===== config.mk =====
export PLATFORM = sky130hd
export DESIGN_NAME = rv_stage_sequencer
export DESIGN_NICKNAME = d
export VERILOG_FILES = /design/src/rtl/rv_ctrl_pkg.sv /design/src/rtl/rv_opcode_class.sv /design/src/rtl/rv_stage_sequencer.sv
export SDC_FILE = /design/constraint.sdc
export NUM_CORES = 1
export LEC_CHECK = 0
export ABC_CLOCK_PERIOD_IN_PS = 2550
export BUFFER_PORTS_ARGS = -buffer_cell sky130_fd_sc_hd__buf_2
export CORE_AREA = 10 10 129 131
export DETAILED_ROUTE_END_ITERATION = 16
export DIE_AREA = 0 0 139 141
export PLACE_DENSITY = 0.68
export SYNTH_ARGS = -nofsm -noshare
export SYNTH_HDL_FRONTEND = slang
export SYNTH_SLANG_ARGS = --single-unit
export TNS_END_PERCENT = 1

===== constraint.sdc =====
create_clock -name clk -period 2.55 [get_ports clk]
set_input_delay 0.51 -clock clk [delete_from_list [all_inputs] [get_ports clk]]
set_output_delay 0.51 -clock clk [all_outputs]
set_load 0.1 [all_outputs]

===== src/rtl/rv_ctrl_pkg.sv =====
// Shared encodings for the RV32I multi-cycle controller: FSM states, opcodes,
// instruction classes and halt fault codes.
package rv_ctrl_pkg;

    typedef enum logic [2:0] {
        ST_IDLE      = 3'd0,
        ST_FETCH     = 3'd1,
        ST_DECODE    = 3'd2,
        ST_EXECUTE   = 3'd3,
        ST_MEMORY    = 3'd4,
        ST_WRITEBACK = 3'd5,
        ST_HALT      = 3'd6
    } state_t;

    typedef enum logic [2:0] {
        CLS_ALU     = 3'd0,
        CLS_LOAD    = 3'd1,
        CLS_STORE   = 3'd2,
        CLS_BRANCH  = 3'd3,
        CLS_JAL     = 3'd4,
        CLS_JALR    = 3'd5,
        CLS_SYSTEM  = 3'd6,
        CLS_ILLEGAL = 3'd7
    } iclass_t;

    localparam logic [6:0] OPC_LOAD   = 7'b0000011;
    localparam logic [6:0] OPC_STORE  = 7'b0100011;
    localparam logic [6:0] OPC_BRANCH = 7'b1100011;
    localparam logic [6:0] OPC_JAL    = 7'b1101111;
    localparam logic [6:0] OPC_JALR   = 7'b1100111;
    localparam logic [6:0] OPC_OP     = 7'b0110011;
    localparam logic [6:0] OPC_OPIMM  = 7'b0010011;
    localparam logic [6:0] OPC_LUI    = 7'b0110111;
    localparam logic [6:0] OPC_AUIPC  = 7'b0010111;
    localparam logic [6:0] OPC_SYSTEM = 7'b1110011;

    localparam logic [1:0] FLT_NONE     = 2'b00;
    localparam logic [1:0] FLT_BUS      = 2'b01;
    localparam logic [1:0] FLT_ILLEGAL  = 2'b10;
    localparam logic [1:0] FLT_MISALIGN = 2'b11;

    function automatic logic [31:0] seq_pc(input logic [31:0] p);
        return p + 32'd4;
    endfunction

endpackage


===== src/rtl/rv_opcode_class.sv =====
// Combinational opcode classifier: ir[6:0] -> instruction class and illegal flag.
// Zero latency, no state.
module rv_opcode_class
    import rv_ctrl_pkg::*;
(
    input  logic [6:0] opcode,
    output logic [2:0] cls,
    output logic       illegal
);

    always_comb begin
        cls = CLS_ILLEGAL;
        case (opcode)
            OPC_LOAD:   cls = CLS_LOAD;
            OPC_STORE:  cls = CLS_STORE;
            OPC_BRANCH: cls = CLS_BRANCH;
            OPC_JAL:    cls = CLS_JAL;
            OPC_JALR:   cls = CLS_JALR;
            OPC_OP,
            OPC_OPIMM,
            OPC_LUI,
            OPC_AUIPC:  cls = CLS_ALU;
            OPC_SYSTEM: cls = CLS_SYSTEM;
            default:    cls = CLS_ILLEGAL;
        endcase
        illegal = (cls == CLS_ILLEGAL);
    end

endmodule


===== src/rtl/rv_stage_sequencer.sv =====
// Multi-cycle stage sequencer for the RV32I core: owns PC, pulses one stage enable per
// cycle, waits on imem/dmem acks (bounded by MEM_TIMEOUT) and halts on faults or SYSTEM.
module rv_stage_sequencer
    import rv_ctrl_pkg::*;
#(
    parameter logic [31:0] RESET_PC    = 32'h0000_0000,
    parameter int          MEM_TIMEOUT = 15,
    parameter int          CNT_W       = 32
) (
    input  logic             clk,
    input  logic             rst,
    input  logic             start,
    input  logic [31:0]      ir,
    input  logic [31:0]      alu_out,
    input  logic             branch_taken,
    input  logic             imem_ack,
    input  logic             dmem_ack,
    output logic             imem_req,
    output logic             dmem_req,
    output logic             dmem_we,
    output logic             if_en,
    output logic             id_en,
    output logic             ex_en,
    output logic             mem_en,
    output logic             wb_en,
    output logic             rf_re,
    output logic             rf_we,
    output logic [31:0]      pc,
    output logic             halted,
    output logic [1:0]       fault,
    output logic [CNT_W-1:0] cycle_cnt,
    output logic [CNT_W-1:0] instret
);

    localparam logic [7:0] TO_LAST = 8'(MEM_TIMEOUT - 1);

    state_t      state, state_nxt;
    iclass_t     cls_q, cls_dec;
    logic [2:0]  cls_raw;
    logic        dec_illegal;
    logic [7:0]  to_cnt;
    logic        to_hit;
    logic        to_hold;
    logic [31:0] pc_inc;
    logic [31:0] target;
    logic        retire;
    logic        pc_load;
    logic        fault_wr;
    logic [1:0]  fault_nxt;
    logic        unused_ir;

    // Only the opcode and rd fields matter to sequencing.
    assign unused_ir = ^{ir[31:12]};

    rv_opcode_class u_cls (
        .opcode  (ir[6:0]),
        .cls     (cls_raw),
        .illegal (dec_illegal)
    );

    assign cls_dec = iclass_t'(cls_raw);
    assign pc_inc  = seq_pc(pc);
    assign to_hit  = (to_cnt == TO_LAST);

    always_ff @(posedge clk or negedge rst) begin
        if (!rst) begin
            state <= ST_IDLE;
        end else begin
            state <= state_nxt;
        end
    end

    always_comb begin
        state_nxt = state;
        imem_req  = 1'b0;
        dmem_req  = 1'b0;
        dmem_we   = 1'b0;
        if_en     = 1'b0;
        id_en     = 1'b0;
        ex_en     = 1'b0;
        mem_en    = 1'b0;
        wb_en     = 1'b0;
        rf_re     = 1'b0;
        rf_we     = 1'b0;
        halted    = 1'b0;
        retire    = 1'b0;
        pc_load   = 1'b0;
        fault_wr  = 1'b0;
        fault_nxt = FLT_NONE;
        target    = pc_inc;

        case (state)
            ST_IDLE: begin
                if (start) begin
                    pc_load   = 1'b1;
                    state_nxt = ST_FETCH;
                end
            end
            ST_FETCH: begin
                imem_req = 1'b1;
                if (imem_ack) begin
                    if_en     = 1'b1;
                    state_nxt = ST_DECODE;
                end else if (to_hit) begin
                    fault_wr  = 1'b1;
                    fault_nxt = FLT_BUS;
                    state_nxt = ST_HALT;
                end
            end
            ST_DECODE: begin
                id_en = 1'b1;
                rf_re = 1'b1;
                if (dec_illegal) begin
                    fault_wr  = 1'b1;
                    fault_nxt = FLT_ILLEGAL;
                    state_nxt = ST_HALT;
                end else if (cls_dec == CLS_SYSTEM) begin
                    fault_wr  = 1'b1;
                    fault_nxt = FLT_NONE;
                    state_nxt = ST_HALT;
                end else begin
                    state_nxt = ST_EXECUTE;
                end
            end
            ST_EXECUTE: begin
                ex_en = 1'b1;
                case (cls_q)
                    CLS_LOAD, CLS_STORE: state_nxt = ST_MEMORY;
                    CLS_BRANCH: begin
                        target = branch_taken ? alu_out : pc_inc;
                        if (branch_taken && (alu_out[1:0] != 2'b00)) begin
                            fault_wr  = 1'b1;
                            fault_nxt = FLT_MISALIGN;
                            state_nxt = ST_HALT;
                        end else begin
                            retire    = 1'b1;
                            state_nxt = ST_FETCH;
                        end
                    end
                    default: state_nxt = ST_WRITEBACK;
                endcase
            end
            ST_MEMORY: begin
                dmem_req = 1'b1;
                dmem_we  = (cls_q == CLS_STORE);
                if (dmem_ack) begin
                    mem_en = 1'b1;
                    if (cls_q == CLS_STORE) begin
                        retire    = 1'b1;
                        state_nxt = ST_FETCH;
                    end else begin
                        state_nxt = ST_WRITEBACK;
                    end
                end else if (to_hit) begin
                    fault_wr  = 1'b1;
                    fault_nxt = FLT_BUS;
                    state_nxt = ST_HALT;
                end
            end
            ST_WRITEBACK: begin
                wb_en = 1'b1;
                // The link register is written even when the jump target faults.
                rf_we = (ir[11:7] != 5'd0);
                if (cls_q == CLS_JAL) begin
                    target = alu_out;
                end else if (cls_q == CLS_JALR) begin
                    target = {alu_out[31:1], 1'b0};
                end
                if (((cls_q == CLS_JAL) || (cls_q == CLS_JALR)) && (target[1:0] != 2'b00)) begin
                    fault_wr  = 1'b1;
                    fault_nxt = FLT_MISALIGN;
                    state_nxt = ST_HALT;
                end else begin
                    retire    = 1'b1;
                    state_nxt = ST_FETCH;
                end
            end
            ST_HALT: begin
                halted = 1'b1;
            end
            default: state_nxt = ST_IDLE;
        endcase
    end

    // Timeout counter runs only while a request stays outstanding in the same state.
    assign to_hold = (state_nxt == state) && ((state == ST_FETCH) || (state == ST_MEMORY));

    always_ff @(posedge clk or negedge rst) begin
        if (!rst) begin
            pc        <= RESET_PC;
            cls_q     <= CLS_ALU;
            fault     <= FLT_NONE;
            to_cnt    <= 8'd0;
            cycle_cnt <= '0;
            instret   <= '0;
        end else begin
            if (pc_load) begin
                pc <= RESET_PC;
            end else if (retire) begin
                pc <= target;
            end
            if (retire) begin
                instret <= instret + CNT_W'(1);
            end
            if (state == ST_DECODE) begin
                cls_q <= cls_dec;
            end
            if (fault_wr) begin
                fault <= fault_nxt;
            end
            to_cnt <= to_hold ? (to_cnt + 8'd1) : 8'd0;
            if ((state != ST_IDLE) && (state != ST_HALT)) begin
                cycle_cnt <= cycle_cnt + CNT_W'(1);
            end
        end
    end

endmodule


After elaboration in Yosys (flattened, before gate mapping):

Cells that the tools add are included.

* register bits: 112
* bits of input ports: 70
* output and inout port bits: 109
* logic and storage cells: 109

* add/subtract/negate cells: 4
* equality and inequality tests: 26
* multiplexer cells: 58
* reduce and logical (&&, ||, !) cells: 14

Operators by type and width (number)
* 32-bit 2-to-1 mux: 7
* 32-bit by 1-bit adder with 32-bit output (second input constant): 2
* 32-bit one-hot mux with 2 select lines: 1
* 3-bit one-hot mux with 7 select lines: 2
* 32-bit by 3-bit adder with 32-bit output (second input constant): 1
* 1-bit 2-to-1 mux: 29
* 7-bit equality test (second input constant): 4
* 3-bit 2-to-1 mux: 9
* 3-bit equality test (second input constant): 7
* 7-bit by 6-bit equality test with 1-bit output (second input constant): 3
* 7-bit by 5-bit equality test with 1-bit output (second input constant): 2
* 3-bit by 2-bit equality test with 1-bit output (second input constant): 4
* 2-bit 2-to-1 mux: 5
* 2-bit one-hot mux with 5 select lines: 1
* 8-bit by 1-bit adder with 8-bit output (second input constant): 1
* 8-bit by 4-bit equality test with 1-bit output (second input constant): 1
* 8-bit 2-to-1 mux: 1
* 7-bit by 2-bit equality test with 1-bit output (second input constant): 1
* 3-bit by 1-bit equality test with 1-bit output (second input constant): 2
* 3-bit one-hot mux with 2 select lines: 1
* 2-bit nonzero test: 3
* 1-bit one-hot mux with 5 select lines: 1
* 5-bit nonzero test: 1
* 1-bit logical AND: 4
* other kinds (8): 9

Depth between registers and ports, before layout:

* depth after elaboration: 11
* mapped depth: 9
* depth with buffers taken out: 7

Hierarchy:

From an unflattened synthesis, not the netlist that was laid out.

* cell total of the unflattened synthesis: 648
* area total of the unflattened synthesis: 6386.1 um^2

Modules (own cells, without submodules)
* rv_stage_sequencer: instances 1, cells an instance 628, area each 6273.5 um^2, sequential area each 2802.7 um^2
* rv_opcode_class: instances 1, cells an instance 20, area each 112.6 um^2, sequential area each 0.0 um^2

Least setup slack after synthesis:

No wires, ideal clock.

* kind: reg2reg
* start: register state[0]
* end: register instret[15]
* setup time: 0.160 ns
* arrival time: 4.845 ns
* required time: 2.390 ns
* setup slack: -2.455 ns
* cell stages (with the launch flop): 8
* path buffers: 2
* period minus slack after synthesis: 5.005 ns
* cell sequence: dfrtp_1 > clkbuf_1 > nor4bb_1 > nand2_1 > o211ai_1 > clkbuf_1 > nand4_1 > xnor2_1

* longest elaborated chain between the ends: 2
* elaborated cells on any way between the ends: 4
* those cells by class: 3 x eq/ne; 1 x mux

Ends and longest elaborated chain
* start: declaration: RTL line rv_stage_sequencer.sv:37 `state_t state, state_nxt;`
* start signal: assignment: RTL line rv_stage_sequencer.sv:69 `state <= state_nxt;`
* 3-bit equality test / 3-bit by 2-bit equality test with 1-bit output (equally long branches): RTL line rv_stage_sequencer.sv:92 `case (state)`
* 1-bit one-hot mux with 3 select lines *: RTL line rv_stage_sequencer.sv:92
* end signal: assignment: RTL line rv_stage_sequencer.sv:203 `instret <= instret + CNT_W'(1);`
* end: declaration: RTL line rv_stage_sequencer.sv:32 `output logic [CNT_W-1:0] instret`

Every way passes the cells marked *; elsewhere a longest branch is shown, timed or not.
A chain may end at the register's enable or synchronous reset.

Final worst setup path:

* start: register state[2]
* end: output dmem_we

* longest elaborated chain between the ends: 2

Ends and longest elaborated chain
* 3-bit equality test: RTL line rv_stage_sequencer.sv:92
* 1-bit 2-to-1 mux: RTL line rv_stage_sequencer.sv:92
* end: declaration: RTL line rv_stage_sequencer.sv:20 `output logic dmem_we,`

Every way passes these cells.

==> flow_results.xml <==
<?xml version="1.0" encoding="UTF-8"?>
<metrics>
  <group name="pwr">
    <metric name="power_density" unit="nW/um2">812</metric>
    <metric name="total_leakage_power" unit="nW">3.30</metric>
    <metric name="share_clk_of_total_power" unit="">0.231</metric>
    <metric name="ir_worst_vdd" unit="mV">0.572</metric>
    <metric name="power_switching_share" unit="">0.456</metric>
    <metric name="power_frac_seq" unit="">0.349</metric>
    <metric name="pwr-share-comb" unit="">0.420</metric>
    <metric name="internal-power" unit="W">0.00342</metric>
    <metric name="netSwitchingPower" unit="W">0.00287</metric>
  </group>
  <group name="clock_tree">
    <metric name="tritoncts" unit="">done</metric>
    <metric name="cts_buffers" unit="">9</metric>
    <metric name="clockRootBuffer" unit="">clkbuf_16</metric>
    <metric name="holdBufCountCts" unit="">0</metric>
    <metric name="count_of_h_tree_levels_built_during_cts" unit="">3</metric>
    <metric name="insertion_delay" unit="ns">0.35</metric>
    <metric name="postCtsResizedCells" unit="">0</metric>
    <metric name="clock_edge_transition_at_the_registers_on_the_reported_setup_and_hold_paths" unit="ns">0.07</metric>
    <metric name="cts_max_path_buffers" unit="">2</metric>
    <metric name="postCtsSetupBuffers" unit="">0</metric>
    <metric name="number_of_sinks_driven_by_the_clock_tree" unit="">112</metric>
  </group>
  <group name="detailed_routing">
    <metric name="via_count" unit="">5612</metric>
    <metric name="routed_wirelength" unit="mm">16.9</metric>
    <metric name="highest-signal-layer" unit="">met4</metric>
    <metric name="routed_via_density" unit="">5.50</metric>
    <metric name="dr.first_iter.drc_count" unit="">330</metric>
    <metric name="routed_wire_length_on_met3" unit="mm">1.09</metric>
    <metric name="firstDrtPassIters" unit="">5</metric>
    <metric name="dr_wl_met2" unit="mm">8.00</metric>
    <metric name="drcViolationCount" unit="">0</metric>
    <metric name="routed_wirelength_normalized_by_instance_count" unit="um">16.5</metric>
    <metric name="ant_nets" unit="">0</metric>
    <metric name="met1_length" unit="mm">7.53</metric>
  </group>
  <group name="min_path">
    <metric name="worstHoldPathType" unit="">input port to async pin</metric>
  </group>
  <group name="global_route">
    <metric name="grt_start_max_net_pins" unit="">56</metric>
    <metric name="number_of_global_route_vias_before_repair" unit="">5563</metric>
    <metric name="first_pass_grt_wire_length" unit="mm">28.4</metric>
    <metric name="globalRouteOverflowTotal" unit="">0</metric>
    <metric name="antenna_found_initial" unit="">0</metric>
    <metric name="grt_usage" unit="">0.170</metric>
  </group>
  <group name="die">
    <metric name="core" unit="um2">14200</metric>
    <metric name="num_io_pins" unit="">179</metric>
    <metric name="dieWidth" unit="um">139</metric>
    <metric name="std_cell_rows" unit="">44</metric>
    <metric name="dieHeight" unit="um">141</metric>
    <metric name="initial_utilization" unit="">0.436</metric>
    <metric name="dieArea" unit="um2">19600</metric>
  </group>
  <group name="setup_path">
    <metric name="arrival" unit="ns">1.89</metric>
    <metric name="timing.rr.start" unit="">pc[11]</metric>
    <metric name="slack_of_the_worst_reg_to_reg_path" unit="ns">0.24</metric>
    <metric name="timing.rr.end" unit="">pc[27]</metric>
    <metric name="criticalPathCategory" unit="">flop to output port</metric>
    <metric name="critical_path_peak_fanout" unit="">11</metric>
    <metric name="setup.worst_path.start_class" unit="">flop</metric>
    <metric name="worstPathRequired" unit="ns">2.04</metric>
    <metric name="ff2ff_path_depth" unit="">5</metric>
    <metric name="cp-end-kind" unit="">output port</metric>
  </group>
  <group name="synth">
    <metric name="syn-instance-count" unit="">674</metric>
    <metric name="top_cells_by_area_synth" unit="">dfrtp_1 (45%), xnor2_1 (4.8%), xor2_1 (4.8%)</metric>
    <metric name="yosys.area.top_type_share" unit="">0.453</metric>
    <metric name="ys.warnings.count" unit="">0</metric>
    <metric name="synth_seq_cells" unit="">112</metric>
    <metric name="netlist.top_cell.by_area" unit="">dfrtp_1</metric>
    <metric name="combined_area_of_all_synthesized_cells" unit="um2">6190</metric>
    <metric name="ys_dominant_reg_cell" unit="">dfrtp_1</metric>
    <metric name="syn_area_per_cell" unit="um2">9.19</metric>
    <metric name="synth_sequential_area_ratio" unit="">0.453</metric>
    <metric name="synth_nets" unit="">749</metric>
    <metric name="yosysMostFrequentCell" unit="">dfrtp_1</metric>
    <metric name="synth_enable_flop_cells" unit="">0</metric>
    <metric name="synth_cell_types" unit="">62</metric>
    <metric name="async_flop_share" unit="">1.00</metric>
    <metric name="yosys-top-cells-count" unit="">dfrtp_1 (112), nand2_1 (72), o21ai_0 (42)</metric>
  </group>
  <group name="cells_and_area">
    <metric name="antennaDiodeCount" unit="">0</metric>
    <metric name="layout-drive-gt1-share" unit="">0.262</metric>
    <metric name="finalInstanceArea" unit="um2">7750</metric>
    <metric name="num-nets-final" unit="">906</metric>
    <metric name="area.growth.synth_to_final" unit="%">25.1</metric>
    <metric name="layout.filler_cells" unit="">1343</metric>
  </group>
  <group name="sta">
    <metric name="report.final.hold_viol_count" unit="">0</metric>
    <metric name="fin_skew" unit="ns">0.0118</metric>
    <metric name="post-route-period-util" unit="">0.940</metric>
    <metric name="post-route-min-period" unit="ns">2.40</metric>
    <metric name="final-max-slew-violation-count" unit="">0</metric>
    <metric name="max_slew.worst_pin.slew" unit="ns">0.558</metric>
    <metric name="final-setup-viol-count" unit="">0</metric>
    <metric name="max_transition_margin" unit="">0.625</metric>
    <metric name="grt_setup_unrepaired" unit="">false</metric>
    <metric name="holdWs" unit="ns">0.116</metric>
    <metric name="fmax" unit="GHz">0.417</metric>
  </group>
  <group name="run">
    <metric name="timing.max_cap.violations" unit="">0</metric>
  </group>
  <group name="placement">
    <metric name="placedInstanceArea" unit="um2">7440</metric>
    <metric name="post-dp-hpwl" unit="mm">12.6</metric>
    <metric name="port-buffer-count" unit="">158</metric>
    <metric name="placer_s_final_routability_congestion_estimate" unit="">0.863</metric>
  </group>
  <group name="run_status">
    <metric name="outcome" unit="">finished clean</metric>
  </group>
</metrics>
-- sequential cells by signal, indices dropped and copies added, names as in the netlist --
name	flops
cls_q	3
instret	32
fault	2
pc	32
cycle_cnt	32
state	3
to_cnt	8
-- layout make-up --
cell class / count / area, um2 / share of cell area
clock inverter: 5 / 65.1 / 0.00840
sequential: 112 / 2800 / 0.362
tap: 184 / 230 / 0.0297
multi-input combinational: 523 / 3290 / 0.425
clock buffer: 11 / 243 / 0.0313
inverter: 6 / 22.5 / 0.00291
timing repair buffer: 179 / 1090 / 0.141
-- power by group through the flow --
stage,combinational (W),sequential (W),clock [W]
floorplan,0.00114,0.00308,0
global placement,0.00265,0.00222,0
detailed placement,0.00266,0.00223,0
CTS,0.00267,0.00220,0.00150
global route,0.00281,0.00223,0.00158
finish,0.00264,0.00219,0.00145
-- per-stage QoR --
step	util	setup WS (ns)	instances	power, W	setup TNS [ns]
floorplan	-	-0.319	674	0.00422	-16.58
global placement	0.524	0.278	1004	0.00487	0
detailed placement	0.524	0.253	1004	0.00490	0
CTS	0.545	0.113	1020	0.00637	0
global route	0.545	0.0411	1020	0.00663	0
finish	0.545	0.152	1020	0.00629	0
-- layer usage --
layer / GRT usage / up-vias
met5: 0 / -
li1: - / 2772
met3: 0.0460 / 12
met2: 0.270 / 155
met4: 0.0494 / 0
met1: 0.222 / 2673
-- kinds of logic (layout without fill, tap and decap cells) --
logic type / after synthesis / count (layout) / share of synthesized area
AO/OA/AOI/OAI: 140 / 140 / 0.143
adder cells (fa/ha/maj): 6 / 6 / 0.0117
multiplexers: 4 / 4 / 0.00707
XOR/XNOR: 68 / 68 / 0.0962
flip-flops: 112 / 112 / 0.453
AND/OR/NAND/NOR: 305 / 305 / 0.265
buffers and inverters: 39 / 201 / 0.0247
-- placed cells by master (no fill, tap or decap), drive strengths merged, types with 6 or more instances in the layout --
cell type and instances:
nor2 35, and3 17, xor2 34, a211oi 14, inv 7, nor2b 8
buf 179, nand4 32, a21oi 35, nor3 40, and2 17, nor4 9
o21ai 42, xnor2 34, clkbuf 11, dfrtp 112, or3 6, nand2 72
nand3 35
-- worst max path at each step --
stage                   from          end  slack, ns
global route        state[2]      dmem_we       0.04
detailed placement    pc[11]       pc[27]       0.25
global placement      pc[11]       pc[27]       0.28
floorplan           state[0]  instret[15]      -0.32
finish              state[2]      dmem_we       0.15
CTS                 state[2]      dmem_we       0.11
-- critical path, cell delays in order (launching register included) --
cell	delay [ns]
dfrtp_1	0.63
nand2b_1	0.19
nor2_4	0.14
and2_1	0.14
buf_2	0.44
No activity file was read; power rests on OpenSTA's default activity.
